[src/rtl/serial_adder_pkg.sv]
// rtl/serial_adder_pkg.sv - shared types and helpers for the digit-serial adder
package serial_adder_pkg;

    typedef enum logic [1:0] {
        IDLE = 2'd0,
        RUN  = 2'd1,
        DONE = 2'd2
    } state_t;

    localparam logic OP_ADD = 1'b0;
    localparam logic OP_SUB = 1'b1;

    function automatic int clog2(input int n);
        int r;
        r = 0;
        while ((1 << r) < n) begin
            r = r + 1;
        end
        return r;
    endfunction

endpackage

[src/rtl/digit_adder.sv]
// rtl/digit_adder.sv - DIGIT-bit ripple adder; also exposes the carry into its top bit
module digit_adder #(
    parameter int DIGIT = 2
) (
    input  logic [DIGIT-1:0] a,
    input  logic [DIGIT-1:0] b,
    input  logic             cin,
    output logic [DIGIT-1:0] sum,
    output logic             cout,
    output logic             ctop
);

    logic [DIGIT:0] c;

    assign c[0] = cin;

    for (genvar i = 0; i < DIGIT; i++) begin : g_bit
        full_adder u_fa (
            .a    (a[i]),
            .b    (b[i]),
            .cin  (c[i]),
            .sum  (sum[i]),
            .cout (c[i+1])
        );
    end

    assign cout = c[DIGIT];
    // carry into the top bit; for DIGIT=1 this is simply cin
    assign ctop = c[DIGIT-1];

endmodule

[src/rtl/full_adder.sv]
// rtl/full_adder.sv - one-bit full adder cell
module full_adder (
    input  logic a,
    input  logic b,
    input  logic cin,
    output logic sum,
    output logic cout
);

    assign sum  = a ^ b ^ cin;
    assign cout = (a & b) | (a & cin) | (b & cin);

endmodule

[src/rtl/serial_adder.sv]
// rtl/serial_adder.sv - digit-serial add (subtract with SERIAL_ADDER_SUB_EN) with valid/ready handshake
module serial_adder
    import serial_adder_pkg::*;
#(
    parameter int WIDTH = 8,
    parameter int DIGIT = 2
) (
    input  logic             clk,
    input  logic             rst,
    input  logic             in_valid,
    output logic             in_ready,
    input  logic [WIDTH-1:0] A,
    input  logic [WIDTH-1:0] B,
    input  logic             Cin,
`ifdef SERIAL_ADDER_SUB_EN
    input  logic             op,
`endif
    output logic             out_valid,
    input  logic             out_ready,
    output logic [WIDTH-1:0] S,
    output logic             Cout,
    output logic             V,
    output logic             busy
);

    localparam int NDIG = WIDTH / DIGIT;
    localparam int CW   = (clog2(NDIG) < 1) ? 1 : clog2(NDIG);

    if (WIDTH < 1 || DIGIT < 1 || DIGIT > WIDTH || (WIDTH % DIGIT) != 0) begin : g_bad_cfg
        $error("serial_adder: illegal WIDTH/DIGIT combination");
    end

    state_t            state, state_next;
    logic [WIDTH-1:0]  a_q, b_q;
    logic              carry;
    logic [CW-1:0]     cnt;
    logic              last;
    logic              op_in;
    logic [DIGIT-1:0]  dsum;
    logic              dcout, dtop;

`ifdef SERIAL_ADDER_SUB_EN
    assign op_in = op;
`else
    assign op_in = OP_ADD;
`endif

    assign last = (cnt == CW'(NDIG - 1));

    digit_adder #(.DIGIT(DIGIT)) u_digit (
        .a    (a_q[cnt*DIGIT +: DIGIT]),
        .b    (b_q[cnt*DIGIT +: DIGIT]),
        .cin  (carry),
        .sum  (dsum),
        .cout (dcout),
        .ctop (dtop)
    );

    always_ff @(posedge clk or posedge rst) begin
        if (rst) begin
            state <= IDLE;
        end else begin
            state <= state_next;
        end
    end

    always_comb begin
        state_next = state;
        in_ready   = 1'b0;
        out_valid  = 1'b0;
        busy       = 1'b0;
        case (state)
            IDLE: begin
                in_ready = 1'b1;
                if (in_valid) state_next = RUN;
            end
            RUN: begin
                busy = 1'b1;
                if (last) state_next = DONE;
            end
            DONE: begin
                busy      = 1'b1;
                out_valid = 1'b1;
                if (out_ready) state_next = IDLE;
            end
            default: state_next = IDLE;
        endcase
    end

    // subtraction is folded into the accept: A - B - Cin == A + ~B + ~Cin
    always_ff @(posedge clk or posedge rst) begin
        if (rst) begin
            a_q   <= '0;
            b_q   <= '0;
            carry <= 1'b0;
            cnt   <= '0;
            S     <= '0;
            Cout  <= 1'b0;
            V     <= 1'b0;
        end else begin
            case (state)
                IDLE: begin
                    if (in_valid) begin
                        a_q   <= A;
                        b_q   <= (op_in == OP_SUB) ? ~B : B;
                        carry <= (op_in == OP_SUB) ? ~Cin : Cin;
                        cnt   <= '0;
                    end
                end
                RUN: begin
                    S[cnt*DIGIT +: DIGIT] <= dsum;
                    carry <= dcout;
                    cnt   <= cnt + 1'b1;
                    if (last) begin
                        Cout <= dcout;
                        V    <= dcout ^ dtop;
                    end
                end
                default: ;
            endcase
        end
    end

endmodule

[config.mk]
export PLATFORM = sky130hd
export DESIGN_NAME = serial_adder
export DESIGN_NICKNAME = d
export VERILOG_FILES = /design/src/rtl/serial_adder_pkg.sv /design/src/rtl/digit_adder.sv /design/src/rtl/full_adder.sv /design/src/rtl/serial_adder.sv
export SDC_FILE = /design/constraint.sdc
export NUM_CORES = 1
export LEC_CHECK = 0
export ABC_CLOCK_PERIOD_IN_PS = 8200
export CAP_MARGIN = 25
export CORE_AREA = 2 2 57 59
export DETAILED_ROUTE_END_ITERATION = 6
export DIE_AREA = 0 0 59 61
export PLACE_DENSITY = 0.82
export SYNTH_ARGS = -nofsm -noshare
export SYNTH_HDL_FRONTEND = slang
export SYNTH_HIERARCHICAL = 1
export SYNTH_SLANG_ARGS = --single-unit
[constraint.sdc]
create_clock -name clk -period 8.2 [get_ports clk]
set_clock_uncertainty 0.2 [all_clocks]
set_input_delay 0.82 -clock clk [delete_from_list [all_inputs] [get_ports clk]]
set_output_delay 0.82 -clock clk [all_outputs]
set_load 0.1 [all_outputs]
==> flow_summary.json, run 1 <==
{
  "outcome": "finished, final reports clean",
  "synth_top_family_by_area": "multiplexers",
  "criticalPathCategory": "reg -> out",
  "grt_usage_pct": 18.8,
  "nets": 185,
  "timing.rr.end": "S[3]",
  "grt_pass1_wl_um": 4840,
  "post_cts_resized": 0,
  "crit_fanout": 6,
  "wl_um": 2810,
  "overflow": 0,
  "antenna_found_initial": 0,
  "synth_warnings": 6,
  "synth_fa_ha_area_share_pct": 9.08,
  "initial_core_util_pct": 52.2,
  "setup_tns_ns": 0,
  "dpl.hpwl_um": 2220,
  "worst_slack_ns": 4.86,
  "drt-pass1-iter-count": 4,
  "core_area_mm2": 0.00295,
  "cts_tree": "done",
  "port_buffers": 33,
  "period_share_pct": 40.7,
  "grt_pass1_vias": 1080,
  "synth-compound-area-share_pct": 5.84,
  "worstHoldPathType": "reg -> reg",
  "rows": 20,
  "timing.final.setup_violations": 0,
  "synthCells": 116,
  "cp-end-kind": "output port",
  "area_delta_synth_final_pct": 28.8,
  "place_area_mm2": 0.00192,
  "grt_max_degree": 23,
  "hold_viol_final": 0,
  "die_w_um": 59,
  "cts_root_buf": "clkbuf_4",
  "detail_route.wl_per_cell_um": 14.9,
  "path_clk_slew_ns": 0.09,
  "fillers": 241,
  "synth-xor-area-share_pct": 0.568,
  "fp.dieArea_mm2": 0.00360,
  "cts_made_buffers": 5,
  "avgSynthCellArea_um2": 13.3,
  "synth_seq_cells": 31,
  "clkSinkCount": 31,
  "ios": 34,
  "antenna_cells": 0,
  "antenna_left": 0,
  "maxCapViolCount": 0,
  "hold-worst-slack_ns": 0.285,
  "maxSlewHeadroom_pct": 34.1,
  "htree_levels": 2,
  "globalplace.congestion": 0.809,
  "rsz0062_at_grt": "no",
  "required_ns": 7.18,
  "dp_slack_ns": 5.23,
  "synth_seq_area_share_pct": 50.3,
  "synth_cell_types": 25,
  "slew_violations": 0,
  "vias": 1031,
  "rr_startpoint": "cnt[0]",
  "r2r_cells": 6,
  "post-cts-setup-buffer-count": 0,
  "cts_hold_buf": 0,
  "synthMuxAreaShare_pct": 22.1,
  "via_per_inst": 5.48,
  "crit_end": "in_ready",
  "final_cell_area_mm2": 0.00199,
  "cp-startpoint": "state[1]",
  "drc": 0,
  "drive_gt1_share_pct": 20.0,
  "initialDrtViolationCount": 13,
  "fmax_ghz": 0.300,
  "cts_max_path_buffers": 2,
  "arrival_ns": 2.32,
  "start_kind": "flop",
  "die_h_um": 61,
  "worst_pin_slew_ns": 0.985,
  "r2r_slack_ns": 5.30,
  "synthSimpleGateAreaFrac_pct": 9.16,
  "clk_latency_ns": 0.33,
  "synthesis.area_mm2": 0.00154,
  "period_needed_ns": 3.34,
  "syn_nets": 147
}
==> cell usage after synthesis <==
library cell  count  share of area, %
xnor2_1           1              0.57
nand3_1           6               1.9
mux2_2            8               5.8
a32o_1            2               1.3
nor2_1            3              0.73
buf_6             1              0.73
nor3_1            1              0.32
mux2i_1           1              0.65
inv_1             6               1.5
a22o_1            4               2.3
nor4_1            1              0.41
o31ai_1           1              0.49
nand4b_1          1              0.57
nand2_1          13               3.2
nand2_2           1              0.41
mux2_4           10               9.7
buf_2             1              0.32
fa_1              2               2.6
dfrtp_1          31                50
a31oi_1           2              0.81
buf_4             1              0.49
ha_1              8               6.5
nand2b_1          4               1.6
o21ai_0           3              0.97
mux4_2            4               5.8
==> worst min path at each step <==
stage | startpoint | endpoint | slack [ns] | cells past startpoint
2_1_floorplan | a_q[4] | a_q[4] | 0.27 | 1
3_3_place_gp | S[1] | S[1] | 0.27 | 2
3_5_place_dp | S[2] | S[2] | 0.27 | 2
4_1_cts | S[2] | S[2] | 0.30 | 2
5_1_grt | S[6] | S[6] | 0.32 | 1
6_report | S[2] | S[2] | 0.29 | 2
==> flip-flops by register name (all words and copies together) (netlist names) <==
signal  flops
b_q         8
state       2
V           1
carry       1
a_q         8
Cout        1
S           8
cnt         2
==> routing by layer <==
| metal | global-route usage, % | wire (um) | vias up |
|---|---|---|---|
| met2 | 31.7 | 1380 | 37 |
| met1 | 21.3 | 1220 | 496 |
| met3 | 8.32 | 162 | 7 |
| met5 | 0 | 0 | - |
| met4 | 6.82 | 51 | 0 |
| li1 | - | - | 491 |
==> kinds of logic (layout without fill, tap and decap cells) <==
kind of cell | after synthesis | count (layout)
buffers and inverters | 9 | 48
muxes | 23 | 23
xor gates and xnor gates | 1 | 1
AOI/OAI and AO/OA | 12 | 12
and+or+nand+nor | 30 | 30
DFF | 31 | 31
adders and majority gates | 10 | 10
==> placed cells by master, fill, tap and decap left out, types with 2 or more instances in the layout <==
cell / Yosys / layout
a32o_1: 2 / 2
nand2b_1: 4 / 4
mux4_2: 4 / 4
o21ai_0: 3 / 3
nand3_1: 6 / 6
fa_1: 2 / 2
inv_1: 6 / 6
clkdlybuf4s50_1: 0 / 33
ha_1: 8 / 8
nand2_1: 13 / 13
clkbuf_4: 0 / 5
a22o_1: 4 / 4
dfrtp_1: 31 / 31
a31oi_1: 2 / 2
mux2_2: 8 / 8
mux2_4: 10 / 10
clkbuf_8: 0 / 2
nor2_1: 3 / 3
==> critical path: stages (launching register included) <==
cell and delay (ns):
dfrtp_1 0.42, inv_1 0.10, ha_1 0.29, clkdlybuf4s50_1 1.18
==> layout make-up <==
type / count / area, um2 / area share, %
inverter: 6 / 22.5 / 1.13
tap: 33 / 41.3 / 2.08
multi-input combinational: 76 / 721 / 36.3
timing repair buffer: 34 / 358 / 18.0
clock buffer: 8 / 68.8 / 3.46
sequential: 31 / 776 / 39.0
==> stage by stage <==
step / utilization [%] / cells
floorplan: - / 116
global placement: 64.0 / 179
detailed placement: 65.0 / 180
CTS: 67.3 / 188
global route: 67.3 / 188
finish: 67.3 / 188
Power of run 1 is left out: the tool's default activity adds up to more than one toggle a clock period on the data nets, which glitch-free logic cannot reach.
==> inputs of run 2 (changes only) <==
--- a/config.mk
+++ b/config.mk
@@ -5,12 +5,12 @@
 export SDC_FILE = /design/constraint.sdc
 export NUM_CORES = 1
 export LEC_CHECK = 0
-export ABC_CLOCK_PERIOD_IN_PS = 8200
+export ABC_CLOCK_PERIOD_IN_PS = 3350
 export CAP_MARGIN = 25
-export CORE_AREA = 2 2 57 59
+export CORE_AREA = 2 2 59 61
 export DETAILED_ROUTE_END_ITERATION = 6
-export DIE_AREA = 0 0 59 61
-export PLACE_DENSITY = 0.82
+export DIE_AREA = 0 0 61 63
+export PLACE_DENSITY = 0.77
 export SYNTH_ARGS = -nofsm -noshare
 export SYNTH_HDL_FRONTEND = slang
 export SYNTH_HIERARCHICAL = 1
==> constraint.sdc (replaced) <==
create_clock -name clk -period 3.35 [get_ports clk]
set_clock_uncertainty 0.2 [all_clocks]
set_input_delay 0.335 -clock clk [delete_from_list [all_inputs] [get_ports clk]]
set_output_delay 0.335 -clock clk [all_outputs]
set_load 0.1 [all_outputs]
==> flow_summary.json, run 2 (synthesis results as in run 1) <==
{
  "outcome": "finished, final reports clean",
  "hold_viol_final": 0,
  "cts_root_buf": "clkbuf_4",
  "arrival_ns": 2.77,
  "grt.met2_usage_pct": 27.2,
  "setup_tns_ns": 0,
  "die_w_um": 61,
  "cts_hold_buf": 0,
  "worst_pin_slew_ns": 0.968,
  "worstHoldPathType": "in -> async",
  "grt_usage_pct": 16.7,
  "cts_made_buffers": 5,
  "port_buffers": 33,
  "antenna_cells": 0,
  "ios": 34,
  "nets": 186,
  "rows": 21,
  "dp.cells": 194,
  "worst_slack_ns": 0.637,
  "grt_pass1_vias": 1098,
  "stdcell_count": 201,
  "grt_pass1_wl_um": 4770,
  "htree_levels": 2,
  "rsz0062_at_grt": "no",
  "post-cts-setup-buffer-count": 0,
  "detail_route.wl_per_cell_um": 13.5,
  "period_needed_ns": 2.71,
  "critPathSlowestCell": "mux4_2",
  "final_cell_mix": "dfrtp_1 (31), clkdlybuf4s50_1 (30), nand2_1 (13)",
  "die_h_um": 63,
  "drive_gt1_share_pct": 22.6,
  "core_area_mm2": 0.00323,
  "fmax_ghz": 0.369,
  "antenna_found_initial": 0,
  "start_kind": "flop",
  "largestRegisters": "S (8), a_q (8), b_q (8)",
  "criticalPathCategory": "reg -> reg",
  "via_per_inst": 5.08,
  "critical_path.cell_chain": "mux4_2, fa_1, fa_1, nand2_1, nor2_1, a22o_1",
  "drt-pass1-iter-count": 4,
  "top_usage_layer": "met2",
  "r2r_slack_ns": 0.64,
  "critPathBufInv": 0,
  "layout_commonest_cell": "dfrtp_1",
  "initial_core_util_pct": 47.7,
  "area_delta_synth_final_pct": 27.7,
  "initialDrtViolationCount": 30,
  "drc": 0,
  "met1_usage_pct": 20.5,
  "cp-end-kind": "flop",
  "dp_slack_ns": 0.661,
  "dpl.hpwl_um": 2140,
  "hold-worst-slack_ns": 0.188,
  "clk_latency_ns": 0.32,
  "path_delay_family": "adder cells",
  "antenna_left": 0,
  "period_share_pct": 81.0,
  "fp.dieArea_mm2": 0.00384,
  "required_ns": 3.41,
  "cts_tree": "done",
  "path_clk_slew_ns": 0.09,
  "globalplace.congestion": 0.815,
  "timing.final.setup_violations": 0,
  "post_cts_resized": 0,
  "cpPeakStageDelay_ns": 0.57,
  "vias": 1021,
  "grt_max_degree": 32,
  "clkSinkCount": 31,
  "crit_fanout": 8,
  "overflow": 0,
  "slew_violations": 0,
  "grtUsageMet3_pct": 5.80,
  "maxSlewHeadroom_pct": 35.3,
  "cts_max_path_buffers": 2,
  "maxCapViolCount": 0,
  "path_common_cell": "fa_1",
  "wl_um": 2720
}
## run 2: cell type report
class                           count  area, um2
Timing Repair Buffer               35        338
Multi-Input combinational cell     76        721
Inverter                            6       22.5
Fill cell                         268       1260
Clock buffer                        6       51.3
Sequential cell                    31        776
Tap cell                           46       57.6
Clock inverter                      1       5.00
## run 2: worst paths after layout
| kind | from | endpoint | cells past startpoint |
|---|---|---|---|
| min in group clk | S[0] | S[0] | 2 |
| max in group asynchronous | rst | state[0] | 3 |
| hold / removal | rst | b_q[3] | 3 |
| setup / recovery | cnt[1] | S[7] | 6 |
| setup reg to reg | cnt[1] | S[7] | 6 |
| hold reg to reg | S[0] | S[0] | 2 |
## run 2: worst register-to-register path, stage by stage, from the launching register on
cell,delay [ns]
dfrtp_1,0.53
mux4_2,0.57
fa_1,0.46
fa_1,0.56
nand2_1,0.06
nor2_1,0.13
a22o_1,0.15
## run 2: stage by stage
stage               cell area [um2]  utilization [%]
floorplan                      1540                -
global placement               1910             59.2
detailed placement             1910             59.2
CTS                            1970             61.0
global route                   1970             61.0
finish                         1970             61.0
## run 2: layer usage
layer / part of all wire (%) / wire length [um]
met1: 42 / 1140
met2: 51 / 1390
met3: 5.6 / 152
met4: 1.4 / 38
met5: 0 / 0
Power of run 2 is left out for the same reason.
==> inputs of run 3 (changes only) <==
--- a/config.mk
+++ b/config.mk
@@ -5,7 +5,7 @@
 export SDC_FILE = /design/constraint.sdc
 export NUM_CORES = 1
 export LEC_CHECK = 0
-export ABC_CLOCK_PERIOD_IN_PS = 3350
+export ABC_CLOCK_PERIOD_IN_PS = 2810
 export CAP_MARGIN = 25
 export CORE_AREA = 2 2 59 61
 export DETAILED_ROUTE_END_ITERATION = 6
==> constraint.sdc (replaced) <==
create_clock -name clk -period 2.81 [get_ports clk]
set_clock_uncertainty 0.2 [all_clocks]
set_input_delay 0.281 -clock clk [delete_from_list [all_inputs] [get_ports clk]]
set_output_delay 0.281 -clock clk [all_outputs]
set_load 0.1 [all_outputs]
==> flow_summary.json, run 3 (synthesis results as in run 1) <==
{
  "outcome": "finished, final reports clean",
  "fp.dieArea_mm2": 0.00384,
  "worst_slack_ns": 0.232,
  "vias": 984,
  "drive_gt1_share_pct": 29.9,
  "layout_commonest_cell": "dfrtp_1",
  "grt_pass1_vias": 1022,
  "via_per_inst": 4.85,
  "cts_tree": "done",
  "wl_um": 2710,
  "timing.final.setup_violations": 0,
  "antenna_cells": 0,
  "core_area_mm2": 0.00323,
  "cts_hold_buf": 0,
  "rows": 21,
  "initial_core_util_pct": 47.7,
  "cp-end-kind": "flop",
  "clkSinkCount": 31,
  "die_h_um": 63,
  "slew_violations": 0,
  "grt_pass1_wl_um": 4670,
  "rsz0062_at_grt": "no",
  "period_share_pct": 91.8,
  "detail_route.wl_per_cell_um": 13.4,
  "htree_levels": 2,
  "drc": 0,
  "path_clk_slew_ns": 0.10,
  "antenna_left": 0,
  "criticalPathCategory": "reg -> reg",
  "grt_max_degree": 32,
  "overflow": 0,
  "required_ns": 2.87,
  "post_cts_resized": 0,
  "hold_viol_final": 0,
  "arrival_ns": 2.64,
  "crit_fanout": 4,
  "dp_slack_ns": 0.276,
  "initialDrtViolationCount": 20,
  "worstHoldPathType": "in -> async",
  "port_buffers": 33,
  "clk_latency_ns": 0.32,
  "cts_root_buf": "clkbuf_4",
  "cts_max_path_buffers": 2,
  "nets": 187,
  "ios": 34,
  "maxSlewHeadroom_pct": 69.3,
  "largestRegisters": "S (8), a_q (8), b_q (8)",
  "maxCapViolCount": 0,
  "post-cts-setup-buffer-count": 0,
  "globalplace.congestion": 0.842,
  "antenna_found_initial": 0,
  "fmax_ghz": 0.388,
  "grt_usage_pct": 16.3,
  "r2r_cells": 6,
  "setup_tns_ns": 0,
  "final_cell_mix": "dfrtp_1 (31), clkdlybuf4s50_1 (20), buf_4 (16)",
  "worst_pin_slew_ns": 0.459,
  "area_delta_synth_final_pct": 28.5,
  "period_needed_ns": 2.58,
  "drt-pass1-iter-count": 4,
  "dpl.hpwl_um": 2170,
  "cts_made_buffers": 5,
  "start_kind": "flop",
  "die_w_um": 61
}
-- run 3: worst max-delay path, cell delays in order (launching register included) --
cell	delay, ns
dfrtp_1	0.43
mux4_2	0.54
fa_1	0.46
fa_1	0.55
nand2_1	0.06
nor2_1	0.14
a22o_1	0.14
-- run 3: cell type report --
cell class	instances	area (um2)
Multi-Input combinational cell	76	721
Timing Repair Buffer	36	320
Clock inverter	2	35.0
Tap cell	46	57.6
Sequential cell	31	776
Fill cell	260	1250
Inverter	6	22.5
Clock buffer	6	51.3
-- run 3: final timing paths --
kind / from / to / slack [ns]
min in group clk: S[1] / S[1] / 0.30
hold / removal: rst / b_q[3] / 0.12
hold reg to reg: S[1] / S[1] / 0.30
max in group asynchronous: rst / state[0] / 2.01
setup / recovery: cnt[1] / S[7] / 0.23
setup reg to reg: cnt[1] / S[7] / 0.23
-- run 3: stage by stage --
step,cell area (um2),cells,hold WS (ns),util (%)
after floorplan,1540,116,0.185,-
after global placement,1900,195,0.269,58.7
after detailed placement,1900,195,0.281,58.7
after CTS,1980,203,0.136,61.4
after global routing,1980,203,0.148,61.4
final,1980,203,0.124,61.4
-- run 3: routing by layer --
layer	GRT usage (%)	wire, um	vias to the layer above
li1	-	-	490
met1	20.9	1180	459
met2	26.5	1390	31
met3	4.97	123	4
met4	4.08	29	0
met5	0	0	-
Power of run 3 is left out for the same reason.
